$ cat config.mk
export PLATFORM = sky130hd
export DESIGN_NAME = dr_motion_sequencer
export DESIGN_NICKNAME = d
export VERILOG_FILES = /design/src/rtl/dr_motion_sequencer.sv
export SDC_FILE = /design/constraint.sdc
export NUM_CORES = 1
export LEC_CHECK = 0
export CORE_MARGIN = 2
export CORE_UTILIZATION = 30
export DETAILED_ROUTE_END_ITERATION = 10
export PLACE_DENSITY = 0.41
export SLEW_MARGIN = 5
export SYNTH_ARGS = -nofsm -noshare
export SYNTH_HDL_FRONTEND = slang
export SYNTH_SLANG_ARGS = --single-unit
$ cat constraint.sdc
create_clock -name clk -period 5.82 [get_ports clk]
set_input_delay 1.746 -clock clk [delete_from_list [all_inputs] [get_ports clk]]
set_output_delay 1.746 -clock clk [all_outputs]
set_load 0.02 [all_outputs]
$ cat src/rtl/dr_motion_sequencer.sv
// Rover drive-control stage: conditions the input-control command word and
// sequences both motors through a ramped FSM with PWM and direction outputs.
module dr_motion_sequencer #(
  parameter int PWM_PERIOD    = 1000,
  parameter int RAMP_STEP     = 10,
  parameter int RAMP_DIV      = 1000,
  parameter int STABLE_CYCLES = 100000
) (
  input  logic       clk,
  input  logic       rst,
  input  logic [7:0] state,
  input  logic       end_reset,
  output logic       pwm_l,
  output logic       pwm_r,
  output logic       dir_l,
  output logic       dir_r,
  output logic       brake_out,
  output logic       busy,
  output logic [2:0] fsm_state
);

  typedef enum logic [2:0] {
    IDLE      = 3'd0,
    RAMP_UP   = 3'd1,
    RUN       = 3'd2,
    RAMP_DOWN = 3'd3,
    BRAKE     = 3'd4
  } fsm_t;

  localparam int DIV_W  = (RAMP_DIV > 1) ? $clog2(RAMP_DIV) : 1;
  localparam int STAB_W = $clog2(STABLE_CYCLES + 1);
  localparam logic [15:0]       PERIOD_M1 = 16'(PWM_PERIOD - 1);
  localparam logic [15:0]       STEP16    = 16'(RAMP_STEP);
  localparam logic [DIV_W-1:0]  DIV_M1    = DIV_W'(RAMP_DIV - 1);
  localparam logic [STAB_W-1:0] STAB_M1   = STAB_W'(STABLE_CYCLES - 1);

  logic [7:0]        word_s1, word_s2, word_prev;
  logic              er_s1, er_s2;
  logic [STAB_W-1:0] stab_cnt;
  logic [6:0]        cmd;
  logic [DIV_W-1:0]  div_cnt;
  logic              ramp_tick;
  logic [15:0]       duty, ramp_target, target, active_duty, pwm_cnt;
  logic [16:0]       duty_up;
  logic              down_hits_target;
  logic              motion;
  logic [1:0]        dir_cmd;
  fsm_t              fsm;

  assign fsm_state = fsm;

  // stab_cnt holds how many cycles word_s2 has carried its current value
  always_ff @(posedge clk) begin
    if (rst) begin
      word_s1   <= '0;
      word_s2   <= '0;
      word_prev <= '0;
      er_s1     <= 1'b0;
      er_s2     <= 1'b0;
      stab_cnt  <= '0;
      cmd       <= '0;
    end else begin
      word_s1   <= state;
      word_s2   <= word_s1;
      word_prev <= word_s2;
      er_s1     <= end_reset;
      er_s2     <= er_s1;
      if (word_s2 != word_prev) begin
        stab_cnt <= STAB_W'(1);
        if (STABLE_CYCLES <= 1) cmd <= word_s2[6:0];
      end else if (stab_cnt >= STAB_M1) begin
        cmd <= word_s2[6:0];
      end else begin
        stab_cnt <= stab_cnt + STAB_W'(1);
      end
    end
  end

  always_comb begin
    motion  = 1'b1;
    dir_cmd = 2'b11;
    case (cmd[3:0])
      4'b0001: dir_cmd = 2'b11;
      4'b0010: dir_cmd = 2'b00;
      4'b0100: dir_cmd = 2'b01;
      4'b1000: dir_cmd = 2'b10;
      default: motion  = 1'b0;
    endcase
  end

  assign target  = 16'((18'(PWM_PERIOD) * (18'(cmd[5:4]) + 18'd1)) >> 2);
  assign duty_up = {1'b0, duty} + {1'b0, STEP16};
  assign down_hits_target = ({1'b0, duty} <= ({1'b0, ramp_target} + {1'b0, STEP16}));

  always_ff @(posedge clk) begin
    if (rst) begin
      div_cnt   <= '0;
      ramp_tick <= 1'b0;
    end else if (div_cnt == DIV_M1) begin
      div_cnt   <= '0;
      ramp_tick <= 1'b1;
    end else begin
      div_cnt   <= div_cnt + DIV_W'(1);
      ramp_tick <= 1'b0;
    end
  end

  // Hold/brake override everything; directions may only be reloaded from IDLE
  always_ff @(posedge clk) begin
    if (rst) begin
      fsm         <= IDLE;
      duty        <= '0;
      ramp_target <= '0;
      dir_l       <= 1'b1;
      dir_r       <= 1'b1;
      brake_out   <= 1'b0;
      busy        <= 1'b0;
    end else if (er_s2 || cmd[6]) begin
      fsm       <= BRAKE;
      duty      <= '0;
      brake_out <= 1'b1;
      busy      <= 1'b1;
    end else begin
      case (fsm)
        IDLE: begin
          if (motion) begin
            {dir_l, dir_r} <= dir_cmd;
            ramp_target    <= target;
            fsm            <= RAMP_UP;
            busy           <= 1'b1;
          end
        end
        RAMP_UP: begin
          if (duty == ramp_target) begin
            fsm <= RUN;
          end else if (ramp_tick) begin
            duty <= (duty_up >= {1'b0, ramp_target}) ? ramp_target : duty_up[15:0];
          end
        end
        RUN: begin
          if (!motion || (dir_cmd != {dir_l, dir_r})) begin
            ramp_target <= '0;
            fsm         <= RAMP_DOWN;
          end else if (target > duty) begin
            ramp_target <= target;
            fsm         <= RAMP_UP;
          end else if (target < duty) begin
            ramp_target <= target;
            fsm         <= RAMP_DOWN;
          end
        end
        RAMP_DOWN: begin
          if (duty == ramp_target) begin
            if (duty == 16'd0) begin
              fsm  <= IDLE;
              busy <= 1'b0;
            end else begin
              fsm <= RUN;
            end
          end else if (ramp_tick) begin
            duty <= down_hits_target ? ramp_target : (duty - STEP16);
          end
        end
        BRAKE: begin
          if (!motion) begin
            fsm       <= IDLE;
            brake_out <= 1'b0;
            busy      <= 1'b0;
          end
        end
        default: begin
          fsm       <= IDLE;
          duty      <= '0;
          brake_out <= 1'b0;
          busy      <= 1'b0;
        end
      endcase
    end
  end

  // Duty is only adopted at the period boundary so a period is never cut short
  always_ff @(posedge clk) begin
    if (rst) begin
      pwm_cnt     <= '0;
      active_duty <= '0;
      pwm_l       <= 1'b0;
      pwm_r       <= 1'b0;
    end else begin
      if (pwm_cnt == PERIOD_M1) begin
        pwm_cnt     <= '0;
        active_duty <= duty;
      end else begin
        pwm_cnt <= pwm_cnt + 16'd1;
      end
      pwm_l <= (pwm_cnt < active_duty);
      pwm_r <= (pwm_cnt < active_duty);
    end
  end

endmodule

After elaboration in Yosys (flattened, before gate mapping) --
Index checks and enable logic that the tools add are counted.
Word-level totals: bits of input ports 11, register bits 133, word-level logic and storage cells 126
Cells by class: magnitude comparators 6, $mul 1, add/subtract/negate cells 7, mux-type cells 35, reductions and logical operators 22, bitwise operators 3, eq/ne operators 31
Operators with widths (number):
- 16-bit 2-to-1 mux | 10
- 16-bit case mux with 3 select lines | 1
- 16-bit by 4-bit adder with 17-bit output, second input constant | 2
- 16-bit case mux with 2 select lines | 1
- 3-bit 2-to-1 mux | 8
- 5-bit AND reduction | 4
- 2-bit inequality test, second input constant | 9
- 17-bit by 1-bit adder with 17-bit output, second input constant | 1
- 17-bit by 16-bit greater-or-equal comparator with 1-bit output | 1
- 17-bit greater-or-equal comparator, second input constant | 1
- 16-bit by 17-bit less-or-equal comparator with 1-bit output | 1
- 16-bit by 1-bit adder with 16-bit output, second input constant | 1
- 16-bit by 10-bit equality test with 1-bit output, second input constant | 1
- 16-bit equality test | 1
- 11-bit by 16-bit greater-than comparator with 1-bit output | 1
- 16-bit zero test | 1
- 11-bit by 16-bit less-than comparator with 1-bit output | 1
- 16-bit less-than comparator | 1
- 16-bit by 4-bit subtractor with 16-bit output, second input constant | 1
- 3-bit inequality test, second input constant | 5
- 3-bit case mux with 5 select lines | 1
- 10-bit by 1-bit adder with 10-bit output, second input constant | 1
- 10-bit equality test, second input constant | 1
- 7-bit by 3-bit multiplier with 10-bit output, first input constant | 1
- other kinds (29) | 49

Logic depth before layout (Yosys ltp) --
word-level depth 8, mapped depth 14, depth with buffers taken out 14

Worst setup path after synthesis --
OpenSTA, ideal clock, no wires.
path kind register to register, from reg cmd[4], to reg ramp_target[10], path slack 2181 ps, library setup time 72 ps, data required time 5748 ps, arrival time 3567 ps, cell stages (with the launch flop) 15, cell sequence dfxtp_1 -> inv_1 -> ha_1 -> xnor2_1 -> ha_1 -> inv_1 -> fa_1 -> xnor2_1 -> ha_1 -> a21o_1 -> a221oi_1 -> nand2_1 -> o2111a_1 -> nor2_2 -> mux2i_1
On the way: word-level cells in the longest chain between the ends 6, elaborated cells between the ends (all ways) 11
RTL lines:
- start: declaration | RTL line 40 | logic [6:0] cmd;
- start signal: assignment | RTL line 70 | if (STABLE_CYCLES <= 1) cmd <= word_s2[6:0];
- start signal: assignment | RTL line 72 | cmd <= word_s2[6:0];
- 2-bit by 1-bit adder with 3-bit output * | RTL line 91 | assign target = 16'((18'(PWM_PERIOD) * (18'(cmd[5:4]) + 18'd1)) >> 2);
- 7-bit by 3-bit multiplier with 10-bit output * | RTL line 91
- 11-bit by 16-bit greater-than comparator with 1-bit output / 16-bit 2-to-1 mux (equally long branches) | RTL line 144, 147
- 16-bit 2-to-1 mux | RTL line 144 | end else if (target > duty) begin
- 16-bit 2-to-1 mux | RTL line 141 | if (!motion || (dir_cmd != {dir_l, dir_r})) begin
- 16-bit case mux with 2 select lines | RTL line 124 | case (fsm)
- end signal: assignment | RTL line 128 | ramp_target <= target;
- end signal: assignment | RTL line 145 | ramp_target <= target;
- end signal: assignment | RTL line 148 | ramp_target <= target;
- end: declaration | RTL line 43 | logic [15:0] duty, ramp_target, target, active_duty, pwm_cnt;
Every way passes the cells marked *; elsewhere a longest branch is shown, timed or not. The select of a mux whose other input is x is not followed. A chain may end at the register's enable or synchronous reset.

Worst setup path in the final report --
from reg cmd[4], to reg ramp_target[1]
Same word-level chain as after synthesis.

==> summary.txt <==
Run status
  – Status: complete, no violations

Detailed routing
  – Post-route ant nets: 0
  – Remaining DRCs: 0
  – Metal-1 WL: 10.1 mm
  – Initial drt markers: 339
  – Met3 WL: 590 um
  – Highest Signal Layer: met4
  – Vias per std cell: 4.97
  – Via count: 6,084
  – Routed wl met2: 9.13 mm
  – Final wirelength: 20.0 mm
  – WL per Instance: 16.4 um
  – DRT Pass-1 Iters: 6

Setup path
  – CP max stage delay: 0.49 ns
  – Crit end category: flop
  – Worst-path fanout max: 9
  – CP Launch Type: flop
  – Worst EP required: 6.19 ns
  – WP buf/inv: 2
  – Crit path DAT: 4.44 ns
  – Slowest-stage cell, CP: nor2_2
  – Critical Path, Cell by Cell: inv_1 -> ha_1 -> xnor2_1 -> ha_1 -> inv_1 -> fa_1 -> xnor2_1 -> ha_1 -> a21o_1 -> a221oi_1 -> nand2_1 -> o2111a_1 -> nor2_2 -> mux2i_1
  – Crit path max-delay family: adder cells
  – CP dominant cell by count: ha_1
  – CP Class: reg -> reg

Clocking
  – Num CTS Buffers: 17
  – Postcts setup bufs: 0
  – Post_cts resized: 0
  – Worst-case clock buffer depth: 2
  – Clk slew on worst S/H paths: 0.07 ns
  – Clock sinks: 124
  – Htree depth: 4
  – CTS tree: built
  – Root Buffer: clkbuf_16
  – Post-CTS Hold Fix Bufs: 0
  – Later-pin clock latency in the skew report: 0.43 ns

Layout
  – Area Overhead vs Synth: 13.3%
  – Share of layout cells above drive strength 1: 6.56%
  – N_diodes: 0
  – Fin nets: 956

Floorplanning
  – Number of I/O pins: 20
  – Core ar.: 24,400 um2
  – Die area: 26,200 um2
  – Rows: 57
  – Vert. Die Dim: 162 um
  – Die width: 162 um
  – Initial core utilization: 30.7%

STA
  – Hold WS: 0.437 ns
  – Worst Tran Pin Value: 0.996 ns
  – Final Hold Vio Count: 0
  – Final min period: 4.08 ns
  – Achievable frequency: 245 MHz
  – Slew headroom: 33.0%
  – RSZ-0062 raised after global routing: false
  – Fin. max-slew vios: 0
  – Setup TNS: 0 ns
  – Final period utilization: 70.0%
  – Final setup viols: 0
  – Setup Skew: 0.0249 ns

Synthesis
  – Synth top area cells: dfxtp_1 33%, ha_1 9.7%, xnor2_1 5.2%
  – Unique masters post-synth: 73
  – Largest area contributor in the netlist: dfxtp_1
  – Avg Cell Area, Syn: 8.41 um2
  – YS warnings: 0
  – Post-Synthesis Cells: 890
  – Synth Flop Type: dfxtp_1
  – Sequential area share after synthesis: 33.2%
  – Yosys reg bits: 124
  – Post-synth EDFFs: 0
  – Post-synth top area share: 33.2%
  – Syn Nets: 960
  – Async SR Flop Fraction: 0%
  – Synth Cell Area: 7480 um2

Global routing
  – Largest net degree at the start of global routing: 27
  – Total gr overflow: 0
  – First-pass GRT wire length: 33.0 mm
  – Vias in the first global route: 5,995
  – Overall global routing resource usage: 16.0%
  – Initial antenna violation count: 0

Power
  – Pwr/cell area: 239 nW/um2
  – P_leak: 3.13 nW
  – Worst vdd ir: 0.161 mV

Placed design
  – RD Place Congestion: 0.873
  – Dpl hpwl: 14.7 mm
  – # port buffers: 19

Worst hold path
  – Worst min path class: reg -> reg

Job
  – Max Cap Violations: 0
synthesized netlist by cell type (5+ instances only):
| master | count |
|---|---|
| a31oi_1 | 6 |
| ha_1 | 58 |
| nor2_1 | 98 |
| o21ai_0 | 36 |
| nor2b_1 | 31 |
| nand4_1 | 22 |
| o211ai_1 | 6 |
| a211oi_1 | 7 |
| buf_2 | 12 |
| xor2_1 | 21 |
| nand3_1 | 29 |
| inv_1 | 47 |
| nor4_1 | 10 |
| and2_1 | 7 |
| o21a_1 | 10 |
| nand2b_1 | 16 |
| and3_1 | 9 |
| mux2i_1 | 36 |
| o31ai_1 | 5 |
| clkbuf_1 | 29 |
| nor3_1 | 26 |
| nand2_1 | 55 |
| or3_1 | 16 |
| a21oi_1 | 47 |
| xnor2_1 | 44 |
| dfxtp_1 | 124 |
through the flow:
| stage | util (%) | total power, mW | instance area [um2] | setup slack (ns) | cells |
|---|---|---|---|---|---|
| 5_1_grt | 34.7 | 2.12 | 8470 | 1.41 | 1223 |
| 4_1_cts | 34.7 | 2.07 | 8470 | 1.69 | 1223 |
| 6_report | 34.7 | 2.03 | 8470 | 1.74 | 1223 |
| 2_1_floorplan | - | 0.943 | 7480 | 2.18 | 890 |
| 3_3_place_gp | 32.3 | 0.973 | 7880 | 1.78 | 1191 |
| 3_5_place_dp | 32.3 | 0.972 | 7880 | 1.72 | 1191 |
flip-flops by register name, indices dropped and copies added (netlist names), 9 cells and up:
signal       count
active_duty     15
ramp_target      9
div_cnt         10
pwm_cnt         16
duty            15
stab_cnt        17
final cells by class:
type	count	area (um2)
fill	2576	15900
tap	324	405
clock buffer	17	425
timing repair buffer	24	223
clock inverter	15	164
inverter	47	176
multi-input combinational	672	4600
sequential	124	2480
metal layers:
metal / vias up / track usage, %
met2: 87 / 25.3
met5: - / 0
li1: 3151 / -
met4: 0 / 4.87
met3: 17 / 3.04
met1: 2829 / 22.0
cells by family (layout without fill, tap and decap cells):
| family | count (synthesis) | in the layout | synth area share [%] |
|---|---|---|---|
| muxes | 37 | 37 | 5.02 |
| DFF | 124 | 124 | 33.2 |
| xor gates and xnor gates | 65 | 65 | 7.61 |
| AOI/OAI and AO/OA | 166 | 166 | 15.0 |
| adders and majority gates | 59 | 59 | 9.97 |
| buffers and inverters | 94 | 103 | 5.37 |
| and+or+nand+nor | 345 | 345 | 23.9 |
path summary, 6_finish.rpt:
check             start             end  slack [ns]  cells after the start
min reg2reg  word_s1[5]      word_s2[5]        0.44                      1
max              cmd[4]  ramp_target[1]        1.74                     14
max reg2reg      cmd[4]  ramp_target[1]        1.74                     14
min          word_s1[5]      word_s2[5]        0.44                      1
report_power, final:
part | switching, mW | internal [mW]
Clock | 0.465 | 0.612
Sequential | 0.0105 | 0.862
Combinational | 0.0439 | 0.0345
Total | 0.520 | 1.51
cells in the final DEF, fill, tap and decap left out, types with 6 or more instances in the layout:
master           netlist  final
o21a_1                10     10
and2_1                 7      7
a31oi_1                6      6
nor3_1                26     26
dfxtp_1              124    124
and3_1                 9      9
inv_1                 47     47
o211ai_1               6      6
nor2_1                98     98
or3_1                 16     16
clkbuf_16              0     17
mux2i_1               36     36
nand3_1               29     29
nor4_1                10     10
ha_1                  58     58
a21oi_1               47     47
inv_6                  0      7
xnor2_1               44     44
xor2_1                21     21
o21ai_0               36     36
nor2b_1               31     31
a211oi_1               7      7
clkdlybuf4s50_1        0     18
nand2_1               55     55
nand4_1               22     22
nand2b_1              16     16
Note: power is estimated with default switching activity, not from simulation.
==> RTL edit: new RTL, same flow settings <==
Put one more register stage on the output `pwm_r`, with the module's reset. The value now appears one clock later. The other outputs are not delayed to match.
--- a/src/rtl/dr_motion_sequencer.sv
+++ b/src/rtl/dr_motion_sequencer.sv
@@ -34,6 +34,8 @@
   localparam logic [DIV_W-1:0]  DIV_M1    = DIV_W'(RAMP_DIV - 1);
   localparam logic [STAB_W-1:0] STAB_M1   = STAB_W'(STABLE_CYCLES - 1);
 
+  logic pwm_r_s0;
+
   logic [7:0]        word_s1, word_s2, word_prev;
   logic              er_s1, er_s2;
   logic [STAB_W-1:0] stab_cnt;
@@ -184,7 +186,7 @@
       pwm_cnt     <= '0;
       active_duty <= '0;
       pwm_l       <= 1'b0;
-      pwm_r       <= 1'b0;
+      pwm_r_s0    <= 1'b0;
     end else begin
       if (pwm_cnt == PERIOD_M1) begin
         pwm_cnt     <= '0;
@@ -193,7 +195,15 @@
         pwm_cnt <= pwm_cnt + 16'd1;
       end
       pwm_l <= (pwm_cnt < active_duty);
-      pwm_r <= (pwm_cnt < active_duty);
+      pwm_r_s0 <= (pwm_cnt < active_duty);
+    end
+  end
+
+  always_ff @(posedge clk) begin
+    if (rst) begin
+      pwm_r <= '0;
+    end else begin
+      pwm_r <= pwm_r_s0;
     end
   end
 
Check against the original RTL: no difference found for any inputs over 10 cycles, from zero or initial values and one cycle with rst high; that may be too few to reach the edited logic, so the function may still have changed.
==> RTL edit against the unedited design <==
Routed wire length shrank 8.2%; setup slack gained 34 ps; design area shrank 4.0%; synthesized area shrank 4.6%; largest power group unchanged; via count shrank 3.7%; sequential cell count grew 1; power shrank 2.8%; first-iteration DRC count grew 27%; utilization is essentially flat; sequential share of layout area grew 1.5 points.
==> RTL edit: results (changes against the unedited design) <==
[final_layout]
nets = 933  ; was 956
top_regs = stab_cnt x17, pwm_cnt x16  ; unchanged
num_antenna_cells = 0  ; unchanged
stdcell_count = 1195  ; was 1223
drive_above_1_share_pct = 5.365  ; was 6.563%

[synthesis]
synth_compound_area_share_pct = 14.03  ; was 14.97%
syn_nets = 936  ; was 960
synth-xor-area-share_pct = 9.209  ; was 7.610%
synthAdderAreaFrac_pct = 10.45  ; was 9.968%
yosysSeqAreaShare_pct = 35.08  ; was 33.18%
yosys_warnings = 0  ; unchanged
synthDistinctLibCells = 62  ; was 73
synth.area.mux_share_pct = 1.403  ; was 5.018%
synth_area_leaders = dfxtp_1, ha_1, xnor2_1  ; unchanged
async_flop_share_pct = 0  ; unchanged
ys.flop_type = dfxtp_1  ; unchanged
avgSynthCellArea_um2 = 8.237  ; was 8.406 µm²
ys_top_cells_by_count = dfxtp_1, nor2_1, ha_1, nand2_1, xnor2_1  ; was dfxtp_1, nor2_1, ha_1, nand2_1

[run_status]
status = finished, final reports clean  ; unchanged

[cts]
cts-root-buf = clkbuf_16  ; unchanged
path_clk_slew_ps = 70  ; about the same
postCtsSetupRepairBufs = 0  ; unchanged
clk_latency_ps = 430  ; about the same

[route]
drt_iter0_drc = 429  ; was 339
wl_met2_mm = 7.675  ; was 9.131 mm
routedWlPerCell_um = 15.39  ; was 16.38 µm
post_drt_via_cell_ratio = 4.902  ; was 4.975
wl_met1_mm = 9.809  ; was 10.06 mm
highest_layer = met4  ; unchanged
dr_wl_met3_um = 586  ; was 590 µm
drtAntennaViolNets = 0  ; unchanged
drt-pass1-iter-count = 5  ; was 6

[worst_setup_path]
path_max_fanout = 17  ; was 9
cp_data_arrival_time_ps = 4400  ; was 4440 ps

[place]
dp_slack_ps = 1822  ; was 1717 ps
gp_congestion = 0.8276  ; was 0.8731
hpwl_mm = 13.43  ; was 14.71 mm

[timing]
skew_ps = 15.21  ; was 24.85 ps
slew_headroom_pct = 42.56  ; was 33.00%

[power]
leakage_nw = 3.111  ; was 3.134 nW
peakVddDrop_mv = 0.1869  ; was 0.1613 mV

[grt]
grt_usage_pct = 15.62  ; was 15.96%
grt_pass1_vias = 5514  ; was 5995
grt_max_degree = 41  ; was 27
grt_pass1_wl_mm = 30.41  ; was 33.04 mm
antenna_found_initial = 0  ; unchanged

[worst_hold_path]
min_path_type = reg2reg  ; unchanged

## RTL edit: layout make-up
cell class	instances	area, µm²
flip-flops and latches	125	2502
inverters	51	191.4
repair buffers	23	215.2
clock inverters	14	123.9
clock buffers	18	439.2
fillers	2510	15270
multi-input cells	645	4265
well taps	319	399.1
## RTL edit: power breakdown
group / internal [W] / total [W] / switching, W / leakage, nW
Combinational: 0.0000306 / 0.0000697 / 0.0000391 / 1.83
Clock: 0.000571 / 0.00102 / 0.000452 / 0.269
Sequential: 0.000869 / 0.000879 / 0.00000966 / 1.01
Total: 0.00147 / 0.00197 / 0.000501 / 3.11
## RTL edit: worst paths after layout
path	start	end	slack [ps]	depth (start not counted)
setup reg to reg	cmd[4]$_SDFFE_PP0P_	ramp_target[8]$_SDFFE_PP0P_	1780	15
setup / recovery	cmd[4]$_SDFFE_PP0P_	ramp_target[8]$_SDFFE_PP0P_	1780	15
hold reg to reg	word_s1[4]$_SDFF_PP0_	word_s2[4]$_SDFF_PP0_	430	1
hold / removal	word_s1[4]$_SDFF_PP0_	word_s2[4]$_SDFF_PP0_	430	1
## RTL edit: metal layers
metal / vias to the layer above / track usage [%]
met4: 0 / 5.148
met5: - / 0
met3: 25 / 2.820
met1: 2722 / 22.77
li1: 3009 / -
met2: 102 / 23.08
## RTL edit: critical path: stages (launching register included)
cell and delay, ps:
dfxtp_1 480, inv_1 150, ha_1 380, xnor2_1 170
ha_1 160, inv_1 50, fa_1 450, xnor2_1 190
ha_1 280, nand2_1 40, or2_1 210, or4_4 550
a211oi_2 240, nand3b_4 300, nor3b_2 200, a41o_1 120
## RTL edit: stage by stage
step	utilization (%)	cell area (µm²)
floorplan	-	7133
global placement	32.36	7574
detailed placement	32.36	7574
CTS	34.77	8137
global route	34.77	8137
finish	34.77	8137
